[src/rtl/uart_tx_frame_pkg.sv]
// rtl/uart_tx_frame_pkg.sv - shared types, parity constants and frame-length helper for the UART transmitter
package uart_pkg;

    typedef enum logic [2:0] {
        IDLE,
        START,
        DATA,
        PARITY,
        STOP
    } tx_state_t;

    localparam int PAR_NONE = 0;
    localparam int PAR_EVEN = 1;
    localparam int PAR_ODD  = 2;

    // Number of baud ticks a frame occupies, counted from the tick that leaves IDLE.
    function automatic int frame_len(input int data_bits, input int parity_mode, input int stop_bits);
        return 1 + data_bits + ((parity_mode != PAR_NONE) ? 1 : 0) + stop_bits;
    endfunction

endpackage

[src/rtl/uart_tx_frame_if.sv]
// rtl/uart_tx_frame_if.sv - driver-side load handshake between byte producer and transmitter
interface uart_tx_frame_if #(
    parameter int DATA_BITS = 8
);
    logic [DATA_BITS-1:0] tx_data;
    logic                 xmit_go;
    logic                 tx_empty;
    logic                 tx_busy;

    modport master (
        output tx_data,
        output xmit_go,
        input  tx_empty,
        input  tx_busy
    );

    modport slave (
        input  tx_data,
        input  xmit_go,
        output tx_empty,
        output tx_busy
    );
endinterface

[src/rtl/uart_tx_hold_reg.sv]
// rtl/uart_tx_hold_reg.sv - one-deep holding register with load handshake and empty flag
module uart_tx_hold_reg #(
    parameter int WIDTH = 8
) (
    input  logic             clock,
    input  logic             reset,
    input  logic             load,
    input  logic [WIDTH-1:0] load_data,
    input  logic             take,
    output logic             empty,
    output logic [WIDTH-1:0] data
);

    // Capture only while empty so a queued byte is never overwritten; the
    // shifter's take frees the slot. take and an accepted load cannot coincide
    // because take only happens while the register is full.
    always_ff @(posedge clock) begin
        if (reset) begin
            empty <= 1'b1;
            data  <= '0;
        end else if (load && empty) begin
            data  <= load_data;
            empty <= 1'b0;
        end else if (take) begin
            empty <= 1'b1;
        end
    end

endmodule

[src/rtl/uart_tx_frame.sv]
// rtl/uart_tx_frame.sv - parametrised double-buffered UART transmitter; optional break via UART_TX_BREAK_EN
module uart_tx_frame
    import uart_pkg::*;
#(
    parameter int DATA_BITS   = 8,
    parameter int PARITY_MODE = 0,
    parameter int STOP_BITS   = 1
) (
    input  logic                  clock,
    input  logic                  reset,
    input  logic                  baud_tick,
`ifdef UART_TX_BREAK_EN
    input  logic                  tx_break,
`endif
    uart_tx_frame_if.slave        bus,
    output logic                  tx_out
);

    if (DATA_BITS < 5 || DATA_BITS > 9) begin : g_bad_data_bits
        $error("uart_tx_frame: DATA_BITS must be 5..9");
    end
    if (PARITY_MODE != PAR_NONE && PARITY_MODE != PAR_EVEN && PARITY_MODE != PAR_ODD) begin : g_bad_parity
        $error("uart_tx_frame: PARITY_MODE must be 0, 1 or 2");
    end
    if (STOP_BITS != 1 && STOP_BITS != 2) begin : g_bad_stop_bits
        $error("uart_tx_frame: STOP_BITS must be 1 or 2");
    end

    localparam logic [3:0] LAST_BIT  = 4'(DATA_BITS - 1);
    localparam logic       LAST_STOP = 1'(STOP_BITS - 1);
    localparam logic       ODD_FLIP  = (PARITY_MODE == PAR_ODD);

    logic                 hold_empty;
    logic [DATA_BITS-1:0] hold_data;
    logic                 take;

    tx_state_t            state, state_next;
    logic [DATA_BITS-1:0] shifter, shifter_next;
    logic [3:0]           bit_cnt, bit_cnt_next;
    logic                 stop_cnt, stop_cnt_next;
    logic                 parity_bit, parity_next;
    logic                 line, line_next;
    logic                 busy, busy_next;
    logic                 start_frame;
`ifdef UART_TX_BREAK_EN
    logic                 brk_active, brk_next;
`endif

    uart_tx_hold_reg #(
        .WIDTH(DATA_BITS)
    ) u_hold (
        .clock     (clock),
        .reset     (reset),
        .load      (bus.xmit_go),
        .load_data (bus.tx_data),
        .take      (take),
        .empty     (hold_empty),
        .data      (hold_data)
    );

    assign bus.tx_empty = hold_empty;
    assign bus.tx_busy  = busy;
    assign tx_out       = line;

    // Frame state and line register; everything visible on the pin is registered here.
    always_ff @(posedge clock) begin
        if (reset) begin
            state      <= IDLE;
            shifter    <= '0;
            bit_cnt    <= '0;
            stop_cnt   <= 1'b0;
            parity_bit <= 1'b0;
            line       <= 1'b1;
            busy       <= 1'b0;
`ifdef UART_TX_BREAK_EN
            brk_active <= 1'b0;
`endif
        end else begin
            state      <= state_next;
            shifter    <= shifter_next;
            bit_cnt    <= bit_cnt_next;
            stop_cnt   <= stop_cnt_next;
            parity_bit <= parity_next;
            line       <= line_next;
            busy       <= busy_next;
`ifdef UART_TX_BREAK_EN
            brk_active <= brk_next;
`endif
        end
    end

    // Next-state logic: the state names the bit being driven, and it only moves on baud ticks.
    always_comb begin
        state_next    = state;
        shifter_next  = shifter;
        bit_cnt_next  = bit_cnt;
        stop_cnt_next = stop_cnt;
        parity_next   = parity_bit;
        line_next     = line;
        take          = 1'b0;
        start_frame   = 1'b0;
`ifdef UART_TX_BREAK_EN
        brk_next      = 1'b0;
        if (tx_break) begin
            // Hold the line low and freeze; the holding register is untouched.
            line_next = 1'b0;
            brk_next  = 1'b1;
        end else if (brk_active) begin
            // Leaving break abandons whatever frame was in flight.
            state_next    = IDLE;
            line_next     = 1'b1;
            bit_cnt_next  = '0;
            stop_cnt_next = 1'b0;
        end else
`endif
        if (baud_tick) begin
            case (state)
                IDLE: begin
                    if (!hold_empty) begin
                        start_frame = 1'b1;
                    end
                end
                START: begin
                    line_next    = shifter[0];
                    bit_cnt_next = '0;
                    state_next   = DATA;
                end
                DATA: begin
                    if (bit_cnt == LAST_BIT) begin
                        if (PARITY_MODE != PAR_NONE) begin
                            line_next  = parity_bit;
                            state_next = PARITY;
                        end else begin
                            line_next     = 1'b1;
                            stop_cnt_next = 1'b0;
                            state_next    = STOP;
                        end
                    end else begin
                        bit_cnt_next = bit_cnt + 4'd1;
                        shifter_next = shifter >> 1;
                        line_next    = shifter[1];
                    end
                end
                PARITY: begin
                    line_next     = 1'b1;
                    stop_cnt_next = 1'b0;
                    state_next    = STOP;
                end
                STOP: begin
                    if (stop_cnt == LAST_STOP) begin
                        if (!hold_empty) begin
                            start_frame = 1'b1;
                        end else begin
                            line_next  = 1'b1;
                            state_next = IDLE;
                        end
                    end else begin
                        stop_cnt_next = stop_cnt + 1'b1;
                    end
                end
                default: begin
                    line_next  = 1'b1;
                    state_next = IDLE;
                end
            endcase

            // Shared by IDLE and the last stop bit so back-to-back frames have no gap.
            if (start_frame) begin
                take         = 1'b1;
                shifter_next = hold_data;
                parity_next  = (^hold_data) ^ ODD_FLIP;
                line_next    = 1'b0;
                state_next   = START;
            end
        end
        busy_next = (state_next != IDLE);
    end

endmodule

[src/flat_wrapper.sv]
// flat-port wrapper written by rule: the top's interface ports become plain ports
module uart_tx_frame_flat import uart_pkg::*;
#(
    parameter int DATA_BITS   = 8,
    parameter int PARITY_MODE = 0,
    parameter int STOP_BITS   = 1
)
  (clock, reset, baud_tick, tx_out, bus_tx_data, bus_xmit_go, bus_tx_empty, bus_tx_busy);
  uart_tx_frame_if #(.DATA_BITS(DATA_BITS)) bus_i ();
  input  logic clock;
  input  logic reset;
  input  logic baud_tick;
  output logic tx_out;
  input wire logic [$bits(bus_i.tx_data)-1:0] bus_tx_data;
  input wire logic [$bits(bus_i.xmit_go)-1:0] bus_xmit_go;
  output wire logic [$bits(bus_i.tx_empty)-1:0] bus_tx_empty;
  output wire logic [$bits(bus_i.tx_busy)-1:0] bus_tx_busy;
  assign bus_i.tx_data = bus_tx_data;
  assign bus_i.xmit_go = bus_xmit_go;
  assign bus_tx_empty = bus_i.tx_empty;
  assign bus_tx_busy = bus_i.tx_busy;
  uart_tx_frame #(.DATA_BITS(DATA_BITS), .PARITY_MODE(PARITY_MODE), .STOP_BITS(STOP_BITS)) u_core (.clock(clock), .reset(reset), .baud_tick(baud_tick), .bus(bus_i), .tx_out(tx_out));
endmodule
[config.mk]
export PLATFORM = sky130hd
export DESIGN_NAME = uart_tx_frame_flat
export DESIGN_NICKNAME = d
export VERILOG_FILES = /design/src/rtl/uart_tx_frame_pkg.sv /design/src/rtl/uart_tx_frame_if.sv /design/src/rtl/uart_tx_hold_reg.sv /design/src/rtl/uart_tx_frame.sv /design/src/flat_wrapper.sv
export SDC_FILE = /design/constraint.sdc
export NUM_CORES = 1
export LEC_CHECK = 0
export ABC_AREA = 1
export ABC_CLOCK_PERIOD_IN_PS = 3200
export CAP_MARGIN = 20
export CORE_ASPECT_RATIO = 0.8
export CORE_MARGIN = 2
export CORE_UTILIZATION = 28
export CTS_BUF_LIST = sky130_fd_sc_hd__clkbuf_8
export CTS_CLUSTER_SIZE = 14
export DETAILED_ROUTE_END_ITERATION = 10
export PLACE_DENSITY = 0.51
export SETUP_SLACK_MARGIN = 0.02
export SLEW_MARGIN = 10
export SYNTH_ARGS = -nofsm -noshare
export SYNTH_HDL_FRONTEND = slang
export SYNTH_SLANG_ARGS = --single-unit
[constraint.sdc]
create_clock -name clock -period 3.2 [get_ports clock]
set_input_delay 0.96 -clock clock [delete_from_list [all_inputs] [get_ports clock]]
set_output_delay 0.96 -clock clock [all_outputs]
set_load 0.02 [all_outputs]
==> impl_metrics.py, run 1 <==
metrics = {
    "routing": {
        "routed_wl_um": 2340,
        "wl_per_cell_um": 9.87,
        "drt_iter0_drc": 45,
        "viasPerCell": 4.31,
        "antenna_left": 0,
        "drc": 0,
        "vias": 1022,
        "firstDrtPassIters": 4,
    },
    "floorplan": {
        "die_x_um": 76.3,
        "die_area_mm2": 0.00472,
        "boundaryPins": 15,
        "rows": 21,
        "start_util_pct": 28.6,
        "coreArea_mm2": 0.00410,
        "die_y_um": 61.9,
    },
    "synth": {
        "syn_nets": 179,
        "ys_dominant_reg_cell": "dfxtp_1",
        "synth-adder-area-share_pct": 1.07,
        "synth-xor-area-share_pct": 0,
        "synth_top_family_by_area": "simple AND/OR/NAND/NOR gates",
        "synth_simple_gate_area_share_pct": 30.2,
        "syn_inst": 166,
        "synth_cell_type_count": 22,
        "synthArstFlopShare_pct": 0,
        "synth-edff-count": 0,
        "syn_avg_cell_area_um2": 7.06,
        "synth_compound_area_share_pct": 15.6,
        "synth.area.mux_share_pct": 0,
        "ys_seq_elements": 26,
        "synth_seq_area_share_pct": 44.4,
        "ys_warn_count": 0,
        "netlist_area_mm2": 0.00117,
    },
    "setup_path": {
        "worst_setup_path_end_kind": "output port",
        "arrival_ps": 1360,
        "worstPathCellList": "clkdlybuf4s50_1",
        "slowest_delay_ps": 650,
        "start_kind": "flip-flop",
        "critical_path_required_ps": 2240,
        "critical_path_class": "reg -> out",
        "cp.depth": 1,
        "path_max_fanout": 5,
        "crit_slowest_cell": "clkdlybuf4s50_1",
        "rr_worst_depth": 8,
        "crit_buf_inv": 1,
        "critical_path.top_delay_family": "buffers and inverters",
    },
    "clocking": {
        "htree_levels": 1,
        "clkTransAtPathRegs_ps": 90,
        "root_buffer": "clkbuf_8",
        "cts_tree": "yes",
        "cts.sinks": 26,
        "cts.path.max_buffers": 2,
        "cts_hold_buffers": 0,
        "cts_resized": 0,
        "numCtsBuffers": 3,
        "postCtsSetupBuffers": 0,
        "clk-insertion-delay-late_ps": 270,
    },
    "run": {
        "timing.max_cap.violations": 0,
    },
    "cells_and_area": {
        "drive_gt1_share_pct": 8.89,
        "stdcell_area_mm2": 0.00141,
        "synthToLayoutAreaGrowth_pct": 20.4,
        "fillerInstances": 455,
        "diodes": 0,
        "fin_util_pct": 34.4,
        "final_cells": 237,
        "nets": 194,
    },
    "power": {
        "peakVddDrop_uv": 190,
        "leakagePower_uw": 0.000603,
        "power.density_mw_per_mm2": 486,
    },
    "placed_design": {
        "port_buffers": 14,
        "numPlacedInstances": 233,
        "gp_congestion": 0.801,
        "dp_hpwl_um": 1760,
        "placedInstanceArea_mm2": 0.00136,
    },
    "global_route": {
        "grt_pass1_wl_um": 3980,
        "gr-usage-all-layers_pct": 10.5,
        "grt_pass1_vias": 906,
        "grt-ovfl-total": 0,
        "grt_start_max_net_pins": 20,
        "antenna_found_initial": 0,
    },
    "timing": {
        "rsz0062_at_grt": "no",
        "timing.fmax_mhz": 431,
        "tightest_slew_ps": 498,
        "slew_headroom_pct": 66.8,
        "clock_skew_ps": 2.68,
        "min_period_ps": 2320,
        "drv_slew": 0,
        "fin_crit_sh_pct": 72.5,
        "fin_tns_setup_ps": 0,
        "hold_ws_ps": 463,
        "setup-violations-final": 0,
        "hold_viol_final": 0,
    },
    "hold_path": {
        "hp-class": "reg -> reg",
        "min_path_cells": 2,
    },
    "status": {
        "outcome": "complete, no violations",
    },
}
-- synthesized netlist by cell type (2+ instances only) --
library cell	count	share of area, %
a21oi_1	11	4.7
dfxtp_1	26	44
inv_1	15	4.8
inv_2	5	1.6
nand2_1	29	9.3
nand2_2	3	1.6
nand3_1	14	6.0
nand3_2	2	1.7
nand4_1	2	1.1
nor2_1	25	8.0
o21ai_0	19	8.1
o21ai_1	5	2.1
-- tightest hold or removal path, stage by stage, from the launching register on --
cell and delay (ps):
dfxtp_1 310, inv_1 60, a21oi_1 60
-- kinds of logic (layout without fill, tap and decap cells) --
group	after synthesis	after routing
fa+ha+maj	1	1
compound gates	36	36
buf+inv	24	38
flops	26	26
simple gates	79	79
-- state kept, by name, summed over array words and instances, names as in the netlist --
register,flops
u_core.tx_out,1
u_core.bit_cnt,4
u_core.shifter,8
u_core.u_hold.empty,1
u_core.state,3
u_core.bus.tx_busy,1
u_core.u_hold.data,8
-- worst paths after layout --
path                                 startpoint  slack (ps)                                 end
max            u_core.u_hold.empty$_SDFFE_PP1P_         880                        bus_tx_empty
max reg2reg      u_core.bit_cnt[0]$_SDFFE_PP0P_        1800       u_core.bus.tx_busy$_SDFF_PP0_
min reg2reg  u_core.u_hold.data[4]$_SDFFE_PP0P_         460  u_core.u_hold.data[4]$_SDFFE_PP0P_
min          u_core.u_hold.data[4]$_SDFFE_PP0P_         460  u_core.u_hold.data[4]$_SDFFE_PP0P_
-- final cells by class --
cell class	count	area, µm²	share of cell area, %
well taps	57	71.3	5.05
clock buffers	4	55.1	3.90
multi-input cells	116	549	38.9
inverters	20	75.1	5.32
repair buffers	14	140	9.93
flip-flops and latches	26	520	36.9
-- routing by layer --
| metal | global-route usage, % | vias to the layer above | wire length (µm) |
|---|---|---|---|
| met4 | 3.90 | 0 | 26 |
| li1 | - | 564 | - |
| met2 | 16.4 | 19 | 923 |
| met3 | 2.17 | 2 | 88 |
| met1 | 14.7 | 437 | 1300 |
| met5 | 0 | - | 0 |
-- cell usage in the layout, fill, tap and decap left out --
master and n:
nor2_4 1, ha_1 1, o21a_1 1, dfxtp_1 26, inv_1 15, inv_2 5
a21oi_1 11, nand3_2 2, nand4_1 2, nor3_1 1, nand2_1 29, nor2_2 1
o21ai_0 19, nand3_1 14, clkdlybuf4s50_1 14, nand2_2 3, nor2_1 25, clkbuf_8 4
nand3b_1 1, o21ai_1 5
-- stage by stage --
step	total power, µW	setup WS (ps)
2_1_floorplan	448	1580
3_3_place_gp	482	857
3_5_place_dp	484	860
4_1_cts	693	868
5_1_grt	728	810
6_report	686	880
-- where the power goes --
group | leakage (µW) | switching, µW | internal (µW)
clock network | 0.0000288 | 101 | 110
registers | 0.000213 | 14.1 | 348
logic | 0.000361 | 66.2 | 46.4
Note: power is estimated with default switching activity, not from simulation.
==> inputs of run 2 (changes only) <==
--- a/config.mk
+++ b/config.mk
@@ -6,7 +6,7 @@
 export NUM_CORES = 1
 export LEC_CHECK = 0
 export ABC_AREA = 1
-export ABC_CLOCK_PERIOD_IN_PS = 3200
+export ABC_CLOCK_PERIOD_IN_PS = 2100
 export CAP_MARGIN = 20
 export CORE_ASPECT_RATIO = 0.8
 export CORE_MARGIN = 2
@@ -14,7 +14,7 @@
 export CTS_BUF_LIST = sky130_fd_sc_hd__clkbuf_8
 export CTS_CLUSTER_SIZE = 14
 export DETAILED_ROUTE_END_ITERATION = 10
-export PLACE_DENSITY = 0.51
+export PLACE_DENSITY = 0.53
 export SETUP_SLACK_MARGIN = 0.02
 export SLEW_MARGIN = 10
 export SYNTH_ARGS = -nofsm -noshare
==> constraint.sdc (replaced) <==
create_clock -name clock -period 2.1 [get_ports clock]
set_input_delay 0.63 -clock clock [delete_from_list [all_inputs] [get_ports clock]]
set_output_delay 0.63 -clock clock [all_outputs]
set_load 0.02 [all_outputs]
==> run 2 against run 1 <==
Effect of this change:
- core utilization is 0.82 points higher
- cell area is 2.4% higher
- sequential share of layout area is 0.86 points lower
- power is 66% higher
- largest power group unchanged
==> impl_metrics.py, run 2 (synthesized netlist as in run 1, its figures left out) <==
metrics = {
    "global_route": {
        "gr-usage-all-layers_pct": 10.1,
        "grt_pass1_wl_um": 3800,
        "antenna_found_initial": 0,
        "grt-ovfl-total": 0,
        "grt_pass1_vias": 853,
        "grt_start_max_net_pins": 20,
    },
    "power": {
        "peakVddDrop_uv": 284,
        "power.density_mw_per_mm2": 788,
        "leakagePower_uw": 0.000624,
        "total_power_uw": 1140,
    },
    "routing": {
        "drc": 0,
        "antenna_left": 0,
        "vias": 1038,
        "wl_per_cell_um": 9.91,
        "viasPerCell": 4.34,
        "drt_iter0_drc": 52,
        "firstDrtPassIters": 4,
        "routed_wl_um": 2370,
    },
    "setup_path": {
        "timing.rr.end": "u_core.bus.tx_busy$_SDFF_PP0_",
        "worstPathCellList": "clkdlybuf4s50_1",
        "critical_path.top_delay_family": "buffers and inverters",
        "crit_start": "u_core.tx_out$_SDFFE_PP1P_",
        "critical_path_required_ps": 1470,
        "cp-endpoint": "tx_out",
        "critical_path_class": "reg -> out",
        "cp.depth": 1,
        "reg2reg_from": "u_core.bit_cnt[0]$_SDFFE_PP0P_",
        "slowest_delay_ps": 600,
        "arrival_ps": 1200,
        "rr_worst_depth": 8,
        "crit_slowest_cell": "clkdlybuf4s50_1",
        "reg2reg_slack_ps": 700,
        "worst_setup_path_end_kind": "output port",
        "start_kind": "flip-flop",
        "path_max_fanout": 2,
        "crit_buf_inv": 1,
    },
    "clocking": {
        "cts.path.max_buffers": 2,
        "clk-insertion-delay-late_ps": 270,
        "postCtsSetupBuffers": 0,
        "root_buffer": "clkbuf_8",
        "htree_levels": 1,
        "cts_tree": "yes",
        "numCtsBuffers": 3,
        "cts.sinks": 26,
        "clkTransAtPathRegs_ps": 90,
    },
    "timing": {
        "hold_ws_ps": 456,
        "fin_crit_sh_pct": 87.3,
        "min_period_ps": 1830,
        "tightest_slew_ps": 425,
        "setup-violations-final": 0,
        "layout_setup_ws_ps": 268,
        "hold_viol_final": 0,
        "slew_headroom_pct": 71.6,
        "drv_slew": 0,
        "clock_skew_ps": 5.51,
        "fin_tns_setup_ps": 0,
        "rsz0062_at_grt": "no",
        "timing.fmax_mhz": 546,
    },
    "hold_path": {
        "min_path_cells": 2,
        "hp-class": "reg -> reg",
    },
    "floorplan": {
        "rows": 21,
        "die_area_mm2": 0.00472,
        "boundaryPins": 15,
        "start_util_pct": 28.6,
        "die_x_um": 76.3,
        "die_y_um": 61.9,
        "coreArea_mm2": 0.00410,
    },
    "placed_design": {
        "place_ws_ps": 117,
        "gp_congestion": 0.790,
        "port_buffers": 14,
        "dp_hpwl_um": 1760,
    },
    "cells_and_area": {
        "drive_gt1_share_pct": 9.89,
        "final_common_cell": "nand2_1",
        "fillerInstances": 466,
        "final_cell_mix": "nand2_1, dfxtp_1, nor2_1",
        "reg_top3": "u_core.shifter: 8 flops, u_core.u_hold.data: 8 flops, u_core.bit_cnt: 4 flops",
        "synthToLayoutAreaGrowth_pct": 23.3,
        "diodes": 0,
        "nets": 196,
    },
    "run": {
        "timing.max_cap.violations": 0,
    },
    "status": {
        "outcome": "complete, no violations",
    },
}
-- run 2: cell count changes in the layout (fill, tap and decap cells not counted), sizes merged --
cell,delta
dlymetal6s2s,+1
buf,+2
clkbuf,-1
bufinv,+1
clkdlybuf4s50,-1
-- run 2: how the worst min path moves through the flow --
stage	start	to	slack [ps]
after floorplan	u_core.u_hold.data[2]$_SDFFE_PP0P_	u_core.u_hold.data[2]$_SDFFE_PP0P_	430
after global placement	u_core.u_hold.data[6]$_SDFFE_PP0P_	u_core.u_hold.data[6]$_SDFFE_PP0P_	450
after detailed placement	u_core.u_hold.data[3]$_SDFFE_PP0P_	u_core.u_hold.data[3]$_SDFFE_PP0P_	450
after CTS	u_core.u_hold.data[3]$_SDFFE_PP0P_	u_core.u_hold.data[3]$_SDFFE_PP0P_	460
after global routing	u_core.u_hold.data[3]$_SDFFE_PP0P_	u_core.u_hold.data[3]$_SDFFE_PP0P_	480
final	u_core.u_hold.data[6]$_SDFFE_PP0P_	u_core.u_hold.data[6]$_SDFFE_PP0P_	460
-- run 2: layout make-up --
cell class,instances,area (µm²),share of cell area [%]
clock buffer,3,41.3,2.86
clock inverter,1,30.0,2.08
inverter,20,75.1,5.19
timing repair buffer,16,158,10.9
tap,57,71.3,4.94
multi-input combinational,116,549,38.0
sequential,26,520,36.0
-- run 2: repair_timing --
item                                    CTS  global route
endpoints found under the setup margin    0             1
hold buffers                              0             0
resized for setup                         0             1
-- run 2: where the power goes --
part / leakage, µW / switching, µW / internal, µW
sequential: 0.000213 / 21.1 / 531
clock: 0.0000357 / 156 / 255
combinational: 0.000375 / 103 / 72.7
total: 0.000624 / 280 / 859
-- run 2: layer usage --
| layer | global-route usage, % | vias up | wire length, µm |
|---|---|---|---|
| li1 | - | 570 | - |
| met1 | 13.8 | 450 | 1300 |
| met2 | 15.8 | 16 | 955 |
| met3 | 3.18 | 2 | 81 |
| met4 | 2.34 | 0 | 27 |
| met5 | 0 | - | 0 |
-- run 2: through the flow --
step / util [%] / area, µm² / instances
4_1_cts: 35.2 / 1440 / 239
3_3_place_gp: 33.5 / 1370 / 235
3_5_place_dp: 33.5 / 1370 / 235
5_1_grt: 35.3 / 1450 / 239
6_report: 35.3 / 1450 / 239
2_1_floorplan: - / 1170 / 166
